[src/rtl/clarvi_fetch_pkg.sv]
// Shared types for the Clarvi instruction-fetch stage: request FSM states,
// the instruction/PC entry held for decode, and PC alignment.
package clarvi_fetch_pkg;

  localparam int INSTR_W = 32;
  localparam int PC_W    = 64;

  typedef enum logic [1:0] {
    F_IDLE = 2'd0,
    F_REQ  = 2'd1,
    F_RESP = 2'd2
  } fetch_state_t;

  typedef struct packed {
    logic [INSTR_W-1:0] instr;
    logic [PC_W-1:0]    pc;
  } fetch_entry_t;

  function automatic logic [PC_W-1:0] align_pc(input logic [PC_W-1:0] target);
    return {target[PC_W-1:2], 2'b00};
  endfunction

endpackage

[src/rtl/clarvi_fetch_if.sv]
// Instruction-bus read port: fetch stage is master, instruction memory is slave.
interface clarvi_fetch_if #(
  parameter int ADDR_WIDTH = 30
) ();

  logic [ADDR_WIDTH-1:0] instr_address;
  logic                  instr_read_enable;
  logic                  instr_wait;
  logic [31:0]           instr_read_data;
  logic                  instr_read_data_valid;

  modport master (
    output instr_address,
    output instr_read_enable,
    input  instr_wait,
    input  instr_read_data,
    input  instr_read_data_valid
  );

  modport slave (
    input  instr_address,
    input  instr_read_enable,
    output instr_wait,
    output instr_read_data,
    output instr_read_data_valid
  );

endinterface

[src/rtl/clarvi_fetch_buffer.sv]
// Two-slot holding register: the entry presented to decode plus one
// prefetched entry behind it, with load, consume (via stall) and flush.
module clarvi_fetch_buffer
  import clarvi_fetch_pkg::*;
(
  input  logic         clock,
  input  logic         reset_n,
  input  logic         flush,
  input  logic         stall,
  input  logic         load,
  input  fetch_entry_t load_entry,
  output logic         out_valid,
  output logic         buf_valid,
  output fetch_entry_t out_entry
);

  fetch_entry_t buf_entry;
  logic         advance;

  // The output slot may take new contents when it is empty or being consumed.
  assign advance = !out_valid || !stall;

  always_ff @(posedge clock or negedge reset_n) begin
    if (!reset_n) begin
      out_valid <= 1'b0;
      buf_valid <= 1'b0;
    end else if (flush) begin
      out_valid <= 1'b0;
      buf_valid <= 1'b0;
    end else if (advance) begin
      out_valid <= buf_valid || load;
      buf_valid <= buf_valid && load;
    end else if (load) begin
      buf_valid <= 1'b1;
    end
  end

  always_ff @(posedge clock or negedge reset_n) begin
    if (!reset_n) begin
      out_entry <= '0;
    end else if (!flush && advance) begin
      if (buf_valid) out_entry <= buf_entry;
      else if (load) out_entry <= load_entry;
    end
  end

  // Prefetch slot data is qualified by buf_valid, so it needs no reset.
  always_ff @(posedge clock) begin
    if (load && (!advance || buf_valid)) buf_entry <= load_entry;
  end

endmodule

[src/rtl/clarvi_fetch.sv]
// Clarvi instruction-fetch stage: one outstanding 32-bit read, output plus
// one-entry prefetch for the 4-cycle part-serialised decode, branch redirect.
module clarvi_fetch
  import clarvi_fetch_pkg::*;
#(
  parameter logic [63:0] RESET_PC   = 64'h0,
  parameter int          ADDR_WIDTH = 30
) (
  input  logic                  clock,
  input  logic                  reset_n,
  clarvi_fetch_if.master        ibus,
  input  logic                  stall_stage,
  input  logic                  branch_taken,
  input  logic [63:0]           branch_target,
  output logic [31:0]           in_instr,
  output logic [63:0]           if_de_pc,
  output logic                  stage_invalid
);

  fetch_state_t state, state_next;
  logic [63:0]  pc_next, req_pc, issue_pc;
  logic         drop;
  logic         issue, accept, resp_done, deliver;
  logic         out_valid, buf_valid;
  fetch_entry_t out_entry, resp_entry;

  always_ff @(posedge clock or negedge reset_n) begin
    if (!reset_n) state <= F_IDLE;
    else          state <= state_next;
  end

  always_comb begin
    state_next = state;
    case (state)
      F_IDLE:  if (branch_taken || !(out_valid && buf_valid)) state_next = F_REQ;
      F_REQ:   if (!ibus.instr_wait) state_next = F_RESP;
      F_RESP:  if (ibus.instr_read_data_valid) state_next = F_IDLE;
      default: state_next = F_IDLE;
    endcase
  end

  always_comb begin
    issue                  = 1'b0;
    accept                 = 1'b0;
    resp_done              = 1'b0;
    ibus.instr_read_enable = 1'b0;
    case (state)
      F_IDLE: issue = (state_next == F_REQ);
      F_REQ: begin
        ibus.instr_read_enable = 1'b1;
        accept                 = !ibus.instr_wait;
      end
      F_RESP:  resp_done = ibus.instr_read_data_valid;
      default: ;
    endcase
  end

  // A redirect seen while idle is issued straight away at the target.
  assign issue_pc           = branch_taken ? align_pc(branch_target) : pc_next;
  assign ibus.instr_address = req_pc[ADDR_WIDTH+1:2];

  always_ff @(posedge clock or negedge reset_n) begin
    if (!reset_n) begin
      pc_next <= RESET_PC;
      req_pc  <= RESET_PC;
      drop    <= 1'b0;
    end else begin
      if (issue) begin
        req_pc  <= issue_pc;
        pc_next <= issue_pc + 64'd4;
      end else if (branch_taken) begin
        pc_next <= align_pc(branch_target);
      end
      // A read already requested or in flight at redirect time is stale.
      if (resp_done)                           drop <= 1'b0;
      else if (branch_taken && (accept || state != F_IDLE)) drop <= 1'b1;
    end
  end

  assign deliver    = resp_done && !drop && !branch_taken;
  assign resp_entry = '{instr: ibus.instr_read_data, pc: req_pc};

  clarvi_fetch_buffer u_buffer (
    .clock      (clock),
    .reset_n    (reset_n),
    .flush      (branch_taken),
    .stall      (stall_stage),
    .load       (deliver),
    .load_entry (resp_entry),
    .out_valid  (out_valid),
    .buf_valid  (buf_valid),
    .out_entry  (out_entry)
  );

  assign in_instr      = out_entry.instr;
  assign if_de_pc      = out_entry.pc;
  assign stage_invalid = !out_valid;

endmodule

[src/flat_wrapper.sv]
// flat-port wrapper written by rule: the top's interface ports become plain ports
module clarvi_fetch_flat import clarvi_fetch_pkg::*;
#(
  parameter logic [63:0] RESET_PC   = 64'h0,
  parameter int          ADDR_WIDTH = 30
)
  (clock, reset_n, stall_stage, branch_taken, branch_target, in_instr, if_de_pc, stage_invalid, ibus_instr_address, ibus_instr_read_enable, ibus_instr_wait, ibus_instr_read_data, ibus_instr_read_data_valid);
  clarvi_fetch_if #(.ADDR_WIDTH(ADDR_WIDTH)) ibus_i ();
  input  logic clock;
  input  logic reset_n;
  input  logic stall_stage;
  input  logic branch_taken;
  input  logic [63:0] branch_target;
  output logic [31:0] in_instr;
  output logic [63:0] if_de_pc;
  output logic stage_invalid;
  output wire logic [$bits(ibus_i.instr_address)-1:0] ibus_instr_address;
  output wire logic [$bits(ibus_i.instr_read_enable)-1:0] ibus_instr_read_enable;
  input wire logic [$bits(ibus_i.instr_wait)-1:0] ibus_instr_wait;
  input wire logic [$bits(ibus_i.instr_read_data)-1:0] ibus_instr_read_data;
  input wire logic [$bits(ibus_i.instr_read_data_valid)-1:0] ibus_instr_read_data_valid;
  assign ibus_instr_address = ibus_i.instr_address;
  assign ibus_instr_read_enable = ibus_i.instr_read_enable;
  assign ibus_i.instr_wait = ibus_instr_wait;
  assign ibus_i.instr_read_data = ibus_instr_read_data;
  assign ibus_i.instr_read_data_valid = ibus_instr_read_data_valid;
  clarvi_fetch #(.RESET_PC(RESET_PC), .ADDR_WIDTH(ADDR_WIDTH)) u_core (.clock(clock), .reset_n(reset_n), .ibus(ibus_i), .stall_stage(stall_stage), .branch_taken(branch_taken), .branch_target(branch_target), .in_instr(in_instr), .if_de_pc(if_de_pc), .stage_invalid(stage_invalid));
endmodule
[config.mk]
export PLATFORM = sky130hd
export DESIGN_NAME = clarvi_fetch_flat
export DESIGN_NICKNAME = d
export VERILOG_FILES = /design/src/rtl/clarvi_fetch_pkg.sv /design/src/rtl/clarvi_fetch_if.sv /design/src/rtl/clarvi_fetch_buffer.sv /design/src/rtl/clarvi_fetch.sv /design/src/flat_wrapper.sv
export SDC_FILE = /design/constraint.sdc
export NUM_CORES = 1
export LEC_CHECK = 0
export CAP_MARGIN = 20
export CORE_UTILIZATION = 58
export DETAILED_ROUTE_END_ITERATION = 16
export HOLD_SLACK_MARGIN = 0.05
export PLACE_DENSITY = 0.9
export SLEW_MARGIN = 20
export SYNTH_ARGS = -nofsm -noshare
export SYNTH_HDL_FRONTEND = slang
export SYNTH_SLANG_ARGS = --single-unit
[constraint.sdc]
create_clock -name clock -period 16.3 [get_ports clock]
set_clock_uncertainty 0.2 [all_clocks]
set_input_delay 2.445 -clock clock [delete_from_list [all_inputs] [get_ports clock]]
set_output_delay 2.445 -clock clock [all_outputs]
set_load 0.05 [all_outputs]
# After elaboration in Yosys (flattened, before gate mapping)
# Index checks and enable logic that the tools add are counted.
[totals]
out_inout_bits = 128
latchBits = 0
regBits = 325
inputBits = 102
mem_bits_rw = 0
romBits = 0
memories = 0
[classes]
n_addsub = 1
magnitude_cmp = 0
n_reduce_logical = 26
n_eq_ne = 3
bitwise = 0
muxes = 19
n_div = 0
shift = 0
multipliers = 0
[ops]
columns = ["cell", "count"]
rows = [
  ["$mux 96", 2],
  ["$mux 64", 2],
  ["$add 64x3->64 const B", 1],
  ["$mux 1", 11],
  ["$reduce_bool 2->1", 4],
  ["$logic_and 1x1->1", 7],
  ["$logic_not 1->1", 7],
  ["$mux 2", 3],
  ["$pmux 2 s3", 1],
  ["$logic_or 1x1->1", 5],
  ["$eq 2x1->1 const B", 2],
  ["$reduce_bool 3->1", 1],
  ["$eq 2x2->1 const B", 1],
  ["$logic_not 2->1", 1],
  ["$reduce_and 2->1", 1],
]

# Depth between registers and ports, before layout
[logic_depth]
word_depth = 8
mapped_depth = 14
ltp_nobuf = 9

# By module
# From an unflattened synthesis, not the netlist that was laid out.
[unflattened]
hier_cells = 1138
hier_area_um2 = 14810.5
[by_module_without_submodules]
columns = ["module", "area_each_um2", "instances", "cells_each"]
rows = [
  ["clarvi_fetch_buffer", 7687.4, 1, 416],
  ["clarvi_fetch", 7123.1, 1, 722],
]

# Worst setup path before layout
# No wires, ideal clock.
[synth_timing]
kind = "input port to flip-flop"
start = "input port branch_taken"
end = "register u_core.u_buffer.buf_entry[0] in the netlist's numbering, enable pin"
cell_stages = 2
t_arrival_ns = 7.177
slack_ns = 8.361
cell_sequence = "nor4_1 -> nor2b_1"
[synth_between]
elab_chain_cells = 3
[synth_rtl]
columns = ["element", "line_no", "text"]
rows = [
  ["from (decl)", "flat_wrapper.sv:12", "input logic branch_taken;"],
  ["$logic_not 1->1", "clarvi_fetch.sv:80", "assign deliver = resp_done && !drop && !branch_taken;"],
  ["$logic_and 1x1->1", "clarvi_fetch.sv:80", ""],
  ["$logic_and 1x1->1", "clarvi_fetch_buffer.sv:49", "if (load && (!advance || buf_valid)) buf_entry <= load_entry;"],
  ["to (signal assigned)", "clarvi_fetch_buffer.sv:49", ""],
  ["to (decl)", "clarvi_fetch_buffer.sv:17", "fetch_entry_t buf_entry;"],
]
# Every way passes these cells.
# A chain may end at the register's enable or synchronous reset.

# Worst setup path after layout
[layout_timing]
start = "input port branch_taken"
end = "register u_core.pc_next[60]"
[layout_between]
elab_chain_cells = 6
word_cells_on_any_way = 8
cone_classes = "1 x add/sub; 1 x eq/ne; 5 x mux; 1 x reduce/logical"
[layout_rtl]
columns = ["element", "line_no", "text"]
rows = [
  ["branches (longest 5 deep; another with $add 64x3->64)", "-", ""],
  ["$mux 64 (*)", "clarvi_fetch.sv:68", "if (issue) begin"],
  ["to (signal assigned)", "clarvi_fetch.sv:70", "pc_next <= issue_pc + 64'd4;"],
  ["to (signal assigned)", "clarvi_fetch.sv:72", "pc_next <= align_pc(branch_target);"],
  ["to (decl)", "clarvi_fetch.sv:21", "logic [63:0] pc_next, req_pc, issue_pc;"],
]
# Every way passes the cells marked *.

==> impl_metrics.py <==
metrics = {
    "floorplan": {
        "coreArea_um2": 24320,
        "initial_core_util": 0.5920,
        "die_w_um": 159.6,
        "die_y_um": 159.6,
        "die_area_um2": 25460,
        "io_pins": 230,
        "rows": 57,
    },
    "worst_hold_path": {
        "worstHoldStart": "u_core.u_buffer.out_entry[62]$_DFFE_PN0P_",
        "worst_hold_path_type": "reg -> reg",
        "hold-path-endpoint": "u_core.u_buffer.out_entry[62]$_DFFE_PN0P_",
        "holdPathStages": 2,
    },
    "synthesis": {
        "synthMuxAreaShare": 0.1121,
        "synth-seq-cells": 325,
        "yosys_warnings": 0,
        "synth_area_um2": 14400,
        "yosys_most_used_dff": "dfrtp_1",
        "synth_fa_ha_area_frac": 0.0008690,
        "synth_top_family_by_area": "simple AND/OR/NAND/NOR gates",
        "ys_seq_area_frac": 0.5982,
        "synth_nets": 1344,
        "synth_cells": 1241,
        "synth_edf_count": 96,
        "ys_types": 55,
        "syn-mean-instance-area_um2": 11.60,
        "synth-compound-area-share": 0.08569,
        "async_reset_ff_frac": 0.7046,
        "synth-simple-area-share": 0.1269,
        "synth_xor_area_frac": 0.03954,
    },
    "grt": {
        "track_usage": 0.2697,
        "overflow": 0,
        "grt_antenna_before_repair": 0,
        "grt_pass1_vias": 10340,
        "grt_pass1_wl_um": 54640,
        "grt_start_max_net_pins": 111,
    },
    "critical_path": {
        "crit_chain": "buf_6, buf_4, nand3_1, a222oi_1, nand3_1, or3_4, a2111oi_4, xnor2_1",
        "timing.rr.start": "u_core.u_buffer.buf_valid$_DFFE_PN0P_",
        "end_kind": "flip-flop",
        "path_class": "in -> reg",
        "crit_arrival_ns": 5.84,
        "crit_path_frequent_cell": "nand3_1",
        "reg2reg_slack_ns": 12.64,
        "cp_slowest_cell": "buf_4",
        "worst-path-buf-inv": 2,
        "crit_family": "buffers and inverters",
        "cpPeakStageDelay_ns": 0.91,
        "r2r_end": "u_core.pc_next[41]$_DFF_PN0_",
        "critPathRequiredTime_ns": 16.53,
        "r2r_cells": 7,
        "start_kind": "input port",
        "cp_max_fo": 97,
    },
    "route": {
        "first_iter_violations": 810,
        "wl_um": 33950,
        "drt_first_pass_iters": 5,
        "drt-vias-per-instance": 5.832,
        "drc": 0,
        "num_vias": 10320,
        "drt-wirelength-per-cell_um": 19.18,
        "detail-route-antenna-nets": 0,
    },
    "cts": {
        "clock_path_buffers": 3,
        "cts_resized": 0,
        "hold_buffers": 0,
        "insertion_delay_ns": 0.51,
        "cts_max_level": 2,
        "clk_pin_slew_ns": 0.06,
        "cts-root-buf": "clkbuf_16",
        "cts_buffers": 34,
        "clock_sinks": 325,
        "cts_tree": "done",
        "post_cts_buffers": 0,
    },
    "sta": {
        "min_period_ns": 5.613,
        "maxSlewViolCount": 0,
        "timing.final.hold_violations": 0,
        "fin_setup_tns_ns": 0,
        "final.period_utilization": 0.3443,
        "rsz0062_at_grt": "false",
        "fin_hold_ws_ns": 0.2753,
        "tightest_slew_ns": 1.034,
        "setup_viol": 0,
        "fmaxAchievable_ghz": 0.1782,
        "max-slew-margin-rel": 0.3108,
    },
    "power_and_ir_drop": {
        "power.density_nw_per_um2": 182.3,
        "peakVddDrop_mv": 0.1198,
        "leakagePower_nw": 6.821,
    },
    "cells_and_area": {
        "fin_nets": 1524,
        "num-fill-cells": 1584,
        "postLayoutCellArea_um2": 17850,
        "area_delta_synth_final_pct": 23.95,
        "fin_util": 0.7338,
        "drive_above_1_share": 0.06846,
        "num_antenna_cells": 0,
    },
    "placement": {
        "place_area_um2": 16700,
        "gp_congestion": 0.8722,
        "io_buffers": 227,
        "dpl.hpwl_um": 22710,
    },
    "run": {
        "max_cap_violations": 0,
    },
    "status": {
        "status": "finished, final reports clean",
    },
}
## report_power, final
part	total (mW)	internal, mW	switching (mW)
clock	0.779	0.471	0.308
combinational	1.25	0.408	0.837
sequential	1.23	1.07	0.157
## worst max-delay path by stage
| stage | cells after the start | slack (ns) | end | start |
|---|---|---|---|---|
| after floorplan | 2 | 8.36 | u_core.u_buffer.buf_entry[0]$_DFFE_PP_ | branch_taken |
| after detailed placement | 8 | 10.24 | u_core.pc_next[60]$_DFF_PN0_ | branch_taken |
| final | 8 | 10.69 | u_core.pc_next[60]$_DFF_PN0_ | branch_taken |
| after global placement | 8 | 10.32 | u_core.pc_next[60]$_DFF_PN0_ | branch_taken |
| after CTS | 8 | 10.78 | u_core.pc_next[60]$_DFF_PN0_ | branch_taken |
| after global routing | 8 | 10.51 | u_core.pc_next[59]$_DFF_PN0_ | branch_taken |
## state kept, by name, summed over array words and instances (netlist names)
name,cells
u_core.u_buffer.out_entry,96
u_core.u_buffer.buf_valid,1
u_core.drop,1
u_core.u_buffer.out_valid,1
u_core.pc_next,64
u_core.state,2
u_core.req_pc,64
u_core.u_buffer.buf_entry,96
## per-layer routing
layer | global-route usage | part of all wire
met1 | 0.3609 | 0.42
met2 | 0.4428 | 0.49
met5 | 0 | 0
met4 | 0.09528 | 0.029
met3 | 0.05105 | 0.067
## layout make-up
cell class | count | area [um2] | share of cell area
Clock buffer | 46 | 1020 | 0.05714
Clock inverter | 15 | 130.1 | 0.007292
Inverter | 5 | 18.77 | 0.001052
Multi-Input combinational cell | 816 | 5286 | 0.2962
Sequential cell | 325 | 8617 | 0.4829
Tap cell | 324 | 405.4 | 0.02272
Timing Repair Buffer | 239 | 2369 | 0.1327
## cell families after synthesis
family | after synthesis
flip-flops | 325
AO/OA/AOI/OAI | 216
adder cells (fa/ha/maj) | 1
multiplexers | 160
buffers and inverters | 100
AND/OR/NAND/NOR | 374
XOR/XNOR | 65
## per-stage QoR
step,power (mW),std cells,setup WS (ns)
floorplan,2.076,1241,8.361
global placement,2.432,1709,10.32
detailed placement,2.480,1709,10.24
CTS,3.273,1770,10.78
global route,3.399,1770,10.51
finish,3.253,1770,10.69
## cell usage after synthesis (3+ instances only)
library cell / number / area [um2]
o21ai_0: 108 / 540.5
nand4_1: 18 / 112.6
and3_1: 11 / 68.82
nand3_1: 48 / 240.2
xor2_1: 35 / 306.5
nand3b_1: 19 / 142.6
nor3_2: 4 / 40.04
mux2i_1: 150 / 1501
a22oi_1: 7 / 52.55
dfrtp_1: 229 / 5731
edfxtp_1: 96 / 2883
a32oi_1: 5 / 43.79
a222oi_1: 3 / 30.03
nand4b_1: 7 / 61.31
buf_2: 14 / 70.07
a21oi_1: 72 / 360.4
nor3_1: 5 / 25.02
nor2_1: 78 / 292.8
nand2b_1: 4 / 25.02
buf_4: 31 / 232.7
mux2_2: 10 / 112.6
clkbuf_1: 47 / 176.4
a32o_1: 5 / 50.05
nand2_1: 148 / 555.5
xnor2_1: 30 / 262.8
inv_1: 5 / 18.77
and2_1: 5 / 31.28
o22ai_1: 4 / 25.02
nor2b_1: 12 / 75.07
## cell usage in the layout, fill, tap and decap left out, types with 6 or more instances in the layout
master	n
clkbuf_16	37
and3_1	11
clkbuf_8	6
nand3b_1	19
a22oi_1	7
mux2i_1	150
mux2_2	10
xnor2_1	30
buf_4	12
dfrtp_1	228
nor2_1	78
clkinv_2	6
o21ai_0	107
a21oi_1	71
edfxtp_1	96
nand2_1	148
nand3_1	48
nand4b_1	7
nand4_1	18
nor2b_1	11
xor2_1	35
clkdlybuf4s50_1	225
## worst register-to-register path, delay by kind of cell (launching register included)
kind	cells	cell delay, ns
AOI/OAI and AO/OA	1	0.61
DFF	1	0.79
buffers and inverters	1	0.23
xor gates and xnor gates	1	0.15
and+or+nand+nor	4	1.60
Note: power is estimated with default switching activity, not from simulation.
